$ cat src/rtl/r408_pkg.sv
// r408_pkg: shared FSM state type and constants for the r408 data-bus bridge
package r408_pkg;
  typedef enum logic [1:0] {IDLE, WR, RD} state_t;
  localparam int TMO_W_DEF = 8;
  localparam logic [7:0] RD_ERR_DATA = 8'hFF;
endpackage

$ cat src/rtl/r408_wbuf.sv
// r408_wbuf: one-entry posted write buffer with capture handshake and read-forward compare
// Ports: clk, rst (sync, active-high); waddr/wdata/write from core; drain empties the entry;
// raddr is compared for forwarding; valid/addr/data expose the entry; wrdy is the accept pulse; hit flags a forward match.
module r408_wbuf import r408_pkg::*; (
  input  logic        clk,
  input  logic        rst,
  input  logic [23:0] waddr,
  input  logic [7:0]  wdata,
  input  logic        write,
  input  logic        drain,
  input  logic [23:0] raddr,
  output logic        valid,
  output logic [23:0] addr,
  output logic [7:0]  data,
  output logic        wrdy,
  output logic        hit
);
  logic cap;
  // wrdy gates a second capture while the core still holds write in the pulse cycle
  assign cap = write && !valid && !wrdy;
  assign hit = valid && addr == raddr;
  always_ff @(posedge clk) begin
    if (rst) begin
      valid <= 1'b0;
      addr  <= '0;
      data  <= '0;
      wrdy  <= 1'b0;
    end else begin
      wrdy <= cap;
      if (cap) begin
        valid <= 1'b1;
        addr  <= waddr;
        data  <= wdata;
      end else if (drain) begin
        valid <= 1'b0;
      end
    end
  end
endmodule

$ cat src/rtl/r408_dbus_bridge.sv
// r408_dbus_bridge: core-to-memory bridge with posted write buffer, read forwarding and bus timeout
// Ports: clk, rst (sync, active-high); core read side raddr/read/rdata/rrdy; core write side waddr/wdata/write/wrdy;
// memory side m_req/m_we/m_addr/m_wdata/m_rdata/m_ack; err_clr clears the sticky bus_err timeout flag.
module r408_dbus_bridge import r408_pkg::*; #(
  parameter int TMO_W = TMO_W_DEF
) (
  input  logic        clk,
  input  logic        rst,
  input  logic [23:0] raddr,
  input  logic        read,
  output logic [7:0]  rdata,
  output logic        rrdy,
  input  logic [23:0] waddr,
  input  logic [7:0]  wdata,
  input  logic        write,
  output logic        wrdy,
  output logic        m_req,
  output logic        m_we,
  output logic [23:0] m_addr,
  output logic [7:0]  m_wdata,
  input  logic [7:0]  m_rdata,
  input  logic        m_ack,
  input  logic        err_clr,
  output logic        bus_err
);
  // last count value before the counter would reach all-ones, so m_req stays up 2^TMO_W-1 cycles
  localparam logic [TMO_W-1:0] TMO_LAST = ~TMO_W'(1);
  state_t state;
  logic [TMO_W-1:0] cnt;
  logic wb_valid, wb_hit, req_rd, tmo, drain;
  logic [23:0] wb_addr;
  logic [7:0] wb_data;
  assign req_rd = read && !rrdy;
  assign tmo    = m_req && !m_ack && cnt == TMO_LAST;
  assign drain  = state == WR && (m_ack || tmo);
  r408_wbuf u_wbuf (
    .clk   (clk),
    .rst   (rst),
    .waddr (waddr),
    .wdata (wdata),
    .write (write),
    .drain (drain),
    .raddr (raddr),
    .valid (wb_valid),
    .addr  (wb_addr),
    .data  (wb_data),
    .wrdy  (wrdy),
    .hit   (wb_hit)
  );
  always_ff @(posedge clk) begin
    if (rst) begin
      state   <= IDLE;
      cnt     <= '0;
      rrdy    <= 1'b0;
      rdata   <= '0;
      m_req   <= 1'b0;
      m_we    <= 1'b0;
      m_addr  <= '0;
      m_wdata <= '0;
      bus_err <= 1'b0;
    end else begin
      rrdy    <= 1'b0;
      bus_err <= tmo || (bus_err && !err_clr);
      case (state)
        IDLE: begin
          if (req_rd && wb_hit) begin
            rdata <= wb_data;
            rrdy  <= 1'b1;
          end else if (wb_valid) begin
            state   <= WR;
            m_req   <= 1'b1;
            m_we    <= 1'b1;
            m_addr  <= wb_addr;
            m_wdata <= wb_data;
            cnt     <= '0;
          end else if (req_rd) begin
            state  <= RD;
            m_req  <= 1'b1;
            m_we   <= 1'b0;
            m_addr <= raddr;
            cnt    <= '0;
          end
        end
        default: begin
          if (m_ack || tmo) begin
            state <= IDLE;
            m_req <= 1'b0;
            if (state == RD) begin
              rdata <= m_ack ? m_rdata : RD_ERR_DATA;
              rrdy  <= 1'b1;
            end
          end else begin
            cnt <= cnt + TMO_W'(1);
          end
        end
      endcase
    end
  end
endmodule

$ cat config.mk
export PLATFORM = sky130hd
export DESIGN_NAME = r408_dbus_bridge
export DESIGN_NICKNAME = d
export VERILOG_FILES = /design/src/rtl/r408_pkg.sv /design/src/rtl/r408_wbuf.sv /design/src/rtl/r408_dbus_bridge.sv
export SDC_FILE = /design/constraint.sdc
export NUM_CORES = 1
export LEC_CHECK = 0
export ABC_AREA = 1
export CAP_MARGIN = 25
export CORE_ASPECT_RATIO = 0.5
export CORE_MARGIN = 8
export CORE_UTILIZATION = 35
export CTS_BUF_LIST = sky130_fd_sc_hd__clkbuf_16
export DETAILED_ROUTE_END_ITERATION = 16
export HOLD_SLACK_MARGIN = 0.03
export PLACE_DENSITY = 0.72
export SYNTH_ARGS = -nofsm -noshare
export SYNTH_HDL_FRONTEND = slang
export SYNTH_HIERARCHICAL = 1
export SYNTH_SLANG_ARGS = --single-unit
export TNS_END_PERCENT = 30
$ cat constraint.sdc
create_clock -name clk -period 2.05 [get_ports clk]
set_input_delay 0.41 -clock clk [delete_from_list [all_inputs] [get_ports clk]]
set_output_delay 0.41 -clock clk [all_outputs]
set_load 0.01 [all_outputs]
; Yosys cells after proc, flatten, opt, wreduce, memory -nomap -nowiden
; Index checks and enable logic that the tools add are counted.
[totals]
word_cells = 79
out_inout_bits = 45
reg_bits = 88
[op_classes]
addsub = 1
eq_ne = 8
mux = 30
n_bitwise = 1
reduce_logical = 26
[ops]
columns = cell, n
row1 = $mux W8, 10
row2 = $mux W24, 2
row3 = $eq A24 B24 Y1, 1
row4 = $reduce_and A3 Y1, 5
row5 = $mux W1, 13
row6 = $mux W2, 5
row7 = $logic_and A1 B1 Y1, 9
row8 = $add A8 B1 Y8 const B, 1
row9 = $eq A8 B8 Y1 const B, 1
row10 = $reduce_bool A2 Y1, 4
row11 = $logic_not A1 Y1, 5
row12 = $ne A2 B2 Y1 const B, 2
row13 = $ne A3 B2 Y1 const B, 1
row14 = $eq A2 B1 Y1 const B, 1
row15 = $eq A2 B2 Y1 const B, 1
row16 = $logic_not A2 Y1, 1
row17 = $logic_or A1 B1 Y1, 2
row18 = $ne A2 B1 Y1 const B, 1
row19 = $not A1 Y1, 1

; Logic depth before layout (Yosys ltp)
[depth]
word_depth = 7
mapped_depth = 15

; Cells and area by module
; The synthesis kept the hierarchy.
[by_module_without_submodules]
columns = mod, area_each_um2, n_inst, cells_per_inst
row1 = r408_dbus_bridge, 2557.5, 1, 350
row2 = r408_wbuf, 1829.3, 1, 246

; Worst setup path before layout
; Ideal clock, no wire load.
[synth_path]
path_type = input-to-reg
startpoint = in raddr[9]
endpoint = reg m_addr[15]
slack_ps = 247
setup_ps = 116
arrival_ps = 1687
n_path_buf = 2
path_stages = 14
t_required_ps = 1934
path_cell_list = inv_1 > nand2_1 > nand2_1 > nor2_1 > nand2_1 > nor2_1 > nand2_1 > nor2_1 > nand3_1 > nand3_4 > inv_2 > buf_6 > buf_6 > o211a_1
[synth_via]
elab_chain_cells = 5
[synth_rtl]
columns = item, line_no
row1 = from (decl), r408_dbus_bridge.sv:9  ; input logic [23:0] raddr,
row2 = $eq A24 B24 Y1, r408_wbuf.sv:21  ; assign hit = valid && addr == raddr;
row3 = $logic_and A1 B1 Y1, r408_wbuf.sv:21
row4 = net wb_hit, r408_dbus_bridge.sv:30  ; logic wb_valid, wb_hit, req_rd, tmo, drain;
row5 = $logic_and A1 B1 Y1, r408_dbus_bridge.sv:66  ; if (req_rd && wb_hit) begin
row6 = $not A1 Y1 (no source line), -
row7 = $reduce_and A3 Y1 (no source line), -
row8 = to (signal assigned), r408_dbus_bridge.sv:73  ; m_addr <= wb_addr;
row9 = to (signal assigned), r408_dbus_bridge.sv:80  ; m_addr <= raddr;
row10 = to (decl), r408_dbus_bridge.sv:19  ; output logic [23:0] m_addr,
; The timed path passes the listed nets, and every way through them passes these cells.
; A chain may end at the register's enable or synchronous reset.

; Worst setup path after layout
[layout_path]
startpoint = in raddr[8]
endpoint = reg m_addr[14]
; Same word-level chain as after synthesis.

==> flow_summary.toml <==
[status]
outcome = "finished, final reports clean"

[setup_path]
startpoint_type = "input port"
crit_chain = "clkdlybuf4s50_1 -> o21ai_1 -> nor2_1 -> nand2_1 -> nor2_2 -> nand2_2 -> nor2_4 -> nand3_4 -> nand3_4 -> inv_4 -> buf_12 -> o211a_1"
crit_fanout = 13
cp.required_ns = 2.27
r2r_setup_slack_ns = 0.18
endpoint_kind = "register"
path_common_cell = "nand3_4"
path_class = "in -> reg"
cp.buffers_inverters = 3
cp_data_arrival_time_ns = 2.20
critPathSlowestCell = "clkdlybuf4s50_1"
path_delay_family = "buffers and inverters"
crit_path_max_incr_delay_ns = 0.51

[floorplanning]
core_area_um2 = 12450
die_area_um2 = 16590
initial_core_util_pct = 35.25
fp.dieH_um = 95.17
ios = 115
row_count = 29
die_w_um = 174.3

[pwr]
p_comb_share_pct = 28.0
power_frac_seq_pct = 41.9
p_per_area_nw_per_um2 = 792.5
power.internal_mw = 3.393
switchingPower_mw = 1.495
ir_worst_vdd_v = 0.0003828
swShare_pct = 30.59
power.share.clock_pct = 30.1
p_total_mw = 4.888
p_leak_nw = 2.739

[placed_design]
placed_cells = 873
io_buffers = 114
gp_congestion = 0.8196
dp_hpwl_um = 9178

[detailed_routing]
via_per_inst = 4.718
drtIter0Drc = 193
wl_per_cell_um = 14.20
dr.pass1.iters = 4
wirelength_um = 12640
drc = 0
num_vias = 4199
ant_nets = 0

[global_routing]
grt_usage_pct = 14.94
grt_max_degree = 37
grt_antenna_before_repair = 0
grt_overflow = 0
grt_pass1_vias = 4061
grt_pass1_wl_um = 20360

[synthesis]
yosys-mux-area-fraction_pct = 0
synthAdderAreaFrac_pct = 0.5705
synthCells = 596
synth_compound_area_share_pct = 19.40
synth_edf_count = 0
yosys_warnings = 6
synth_top_family_by_area = "simple AND/OR/NAND/NOR gates"
yosys.area_share.simple_pct = 28.67
async_flop_share_pct = 0
synth_cell_types = 31
ys_seq_elements = 88
postSynthAreaPerCell_um2 = 7.360
synth.cell_area_um2 = 4387
synth_seq_area_share_pct = 40.16
ys.flop_type = "dfxtp_1"
synth_xor_area_share_pct = 0.9983
syn_nets = 668

[finish]
n_antenna_cell = 0
drive_gt1_share_pct = 14.03
fin_nets = 787
area_growth_pct = 40.62
layoutNonFillerInstCount = 890

[timing]
worst_hold_slack_ns = 0.4614
period_needed_ns = 1.982
slew_headroom_pct = 71.30
final_hold_viol_count = 0
drv_slew = 0
fmax_mhz = 504.7
rsz0062_at_grt = "no"
min_period_over_period_pct = 96.66
fin_skew_ns = 0.007030
tightest_slew_ns = 0.4305
setup_viol = 0

[clocking]
cts.sinks = 88
clockRootBuffer = "clkbuf_16"
clk_pin_slew_ns = 0.06
cts_buffers = 9
htree_levels = 3
clk_path_buf_depth = 2
insertion_delay_ns = 0.33
cts_tree = "built"
hold_buffers = 0

[flow_run]
max_cap_viol_count = 0

[min_path]
hp-class = "reg -> reg"
[layout make-up]
| cell class | count | area, µm² |
|---|---|---|
| Fill cell | 1163 | 6277 |
| Multi-Input combinational cell | 407 | 2257 |
| Sequential cell | 88 | 1762 |
| Timing Repair Buffer | 137 | 1396 |
| Inverter | 72 | 275.3 |
| Clock buffer | 9 | 225.2 |
| Tap cell | 170 | 212.7 |
| Clock inverter | 7 | 40.04 |
[placed cells by master, fill, tap and decap left out, drive strengths merged]
master	count
clkinv	5
o211a	24
a211oi	32
dfxtp	88
xnor2	4
clkbuf	10
clkinvlp	2
nor2	84
buf	23
inv	72
nand3b	2
o21ai	21
nor3	1
clkdlybuf4s50	102
o21bai	1
or2	3
nand2	160
dlymetal6s2s	7
nand3	49
a21oi	22
dlygate4sd2	4
nor3b	1
xor2	1
ha	2
[flip-flops by register name (all words and copies together) (netlist names)]
signal	count
m_req	1
m_wdata	8
m_addr	24
u_wbuf/addr	24
u_wbuf/valid	1
bus_err	1
u_wbuf/data	8
m_we	1
u_wbuf/wrdy	1
rrdy	1
rdata	8
state	2
cnt	8
[synth_stat cells (4+ instances only)]
cell type | n | area (µm²)
dfxtp_1 | 88 | 1762
o211a_1 | 24 | 240.2
buf_6 | 6 | 67.56
buf_2 | 11 | 55.05
a211oi_2 | 28 | 350.3
nand2_1 | 157 | 589.3
inv_1 | 67 | 251.5
o21ai_0 | 21 | 105.1
xnor2_1 | 4 | 35.03
nand3_1 | 46 | 230.2
nor2_1 | 83 | 311.6
a211oi_1 | 4 | 30.03
clkbuf_1 | 10 | 37.54
a21oi_1 | 20 | 100.1
[kinds of logic after synthesis]
| group | after synthesis |
|---|---|
| buf+inv | 101 |
| compound gates | 100 |
| simple gates | 300 |
| fa+ha+maj | 2 |
| xor+xnor | 5 |
| flops | 88 |
[metal layers]
layer  track usage (%)  up-vias  wire, µm
li1                  -     2156         -
met1             18.06     1941      5741
met2             27.16       95      6329
met3             2.925        7       482
met4             4.028        0        83
met5                 0        -         0
[worst min-delay path, stage by stage (launching register included)]
cell and delay [ns]:
dfxtp_1 0.31, nand2_1 0.06, a21oi_1 0.05
[through the flow]
step	setup TNS [ns]	setup slack, ns	util (%)	cell area, µm²
after floorplan	0	0.2468	-	4387
after global placement	-23.74	-0.7331	46.41	5776
after detailed placement	-26.66	-0.7084	46.41	5776
after CTS	-0.01094	-0.01094	48.75	6067
after global routing	0	0.01334	49.56	6168
final	0	0.06848	49.56	6168
[power groups by stage]
stage / Clock (mW) / Combinational (mW) / Sequential [mW]
after global routing: 1.59 / 1.51 / 2.07
final: 1.47 / 1.37 / 2.05
after global placement: 0 / 1.30 / 2.08
after detailed placement: 0 / 1.31 / 2.08
after CTS: 1.51 / 1.33 / 2.05
after floorplan: 0 / 0.695 / 2.10
[what timing repair did]
action / CTS / global route
endpoints found under the setup margin: 53 / 53
gates resized for setup: 14 / 25
gates cloned: 0 / 1
pin swaps: 6 / 8
setup buffers: 0 / 0
[worst paths after layout]
check | endpoint | start | cells after the start
worst min-delay path | m_we$_SDFFE_PP0P_ | m_we$_SDFFE_PP0P_ | 2
worst max-delay path | m_addr[14]$_SDFFE_PP0P_ | raddr[8] | 12
worst min register to register | m_we$_SDFFE_PP0P_ | m_we$_SDFFE_PP0P_ | 2
worst max register to register | m_addr[14]$_SDFFE_PP0P_ | u_wbuf/addr[20]$_SDFFE_PP0P_ | 13
Power figures use the tool's default switching activity.
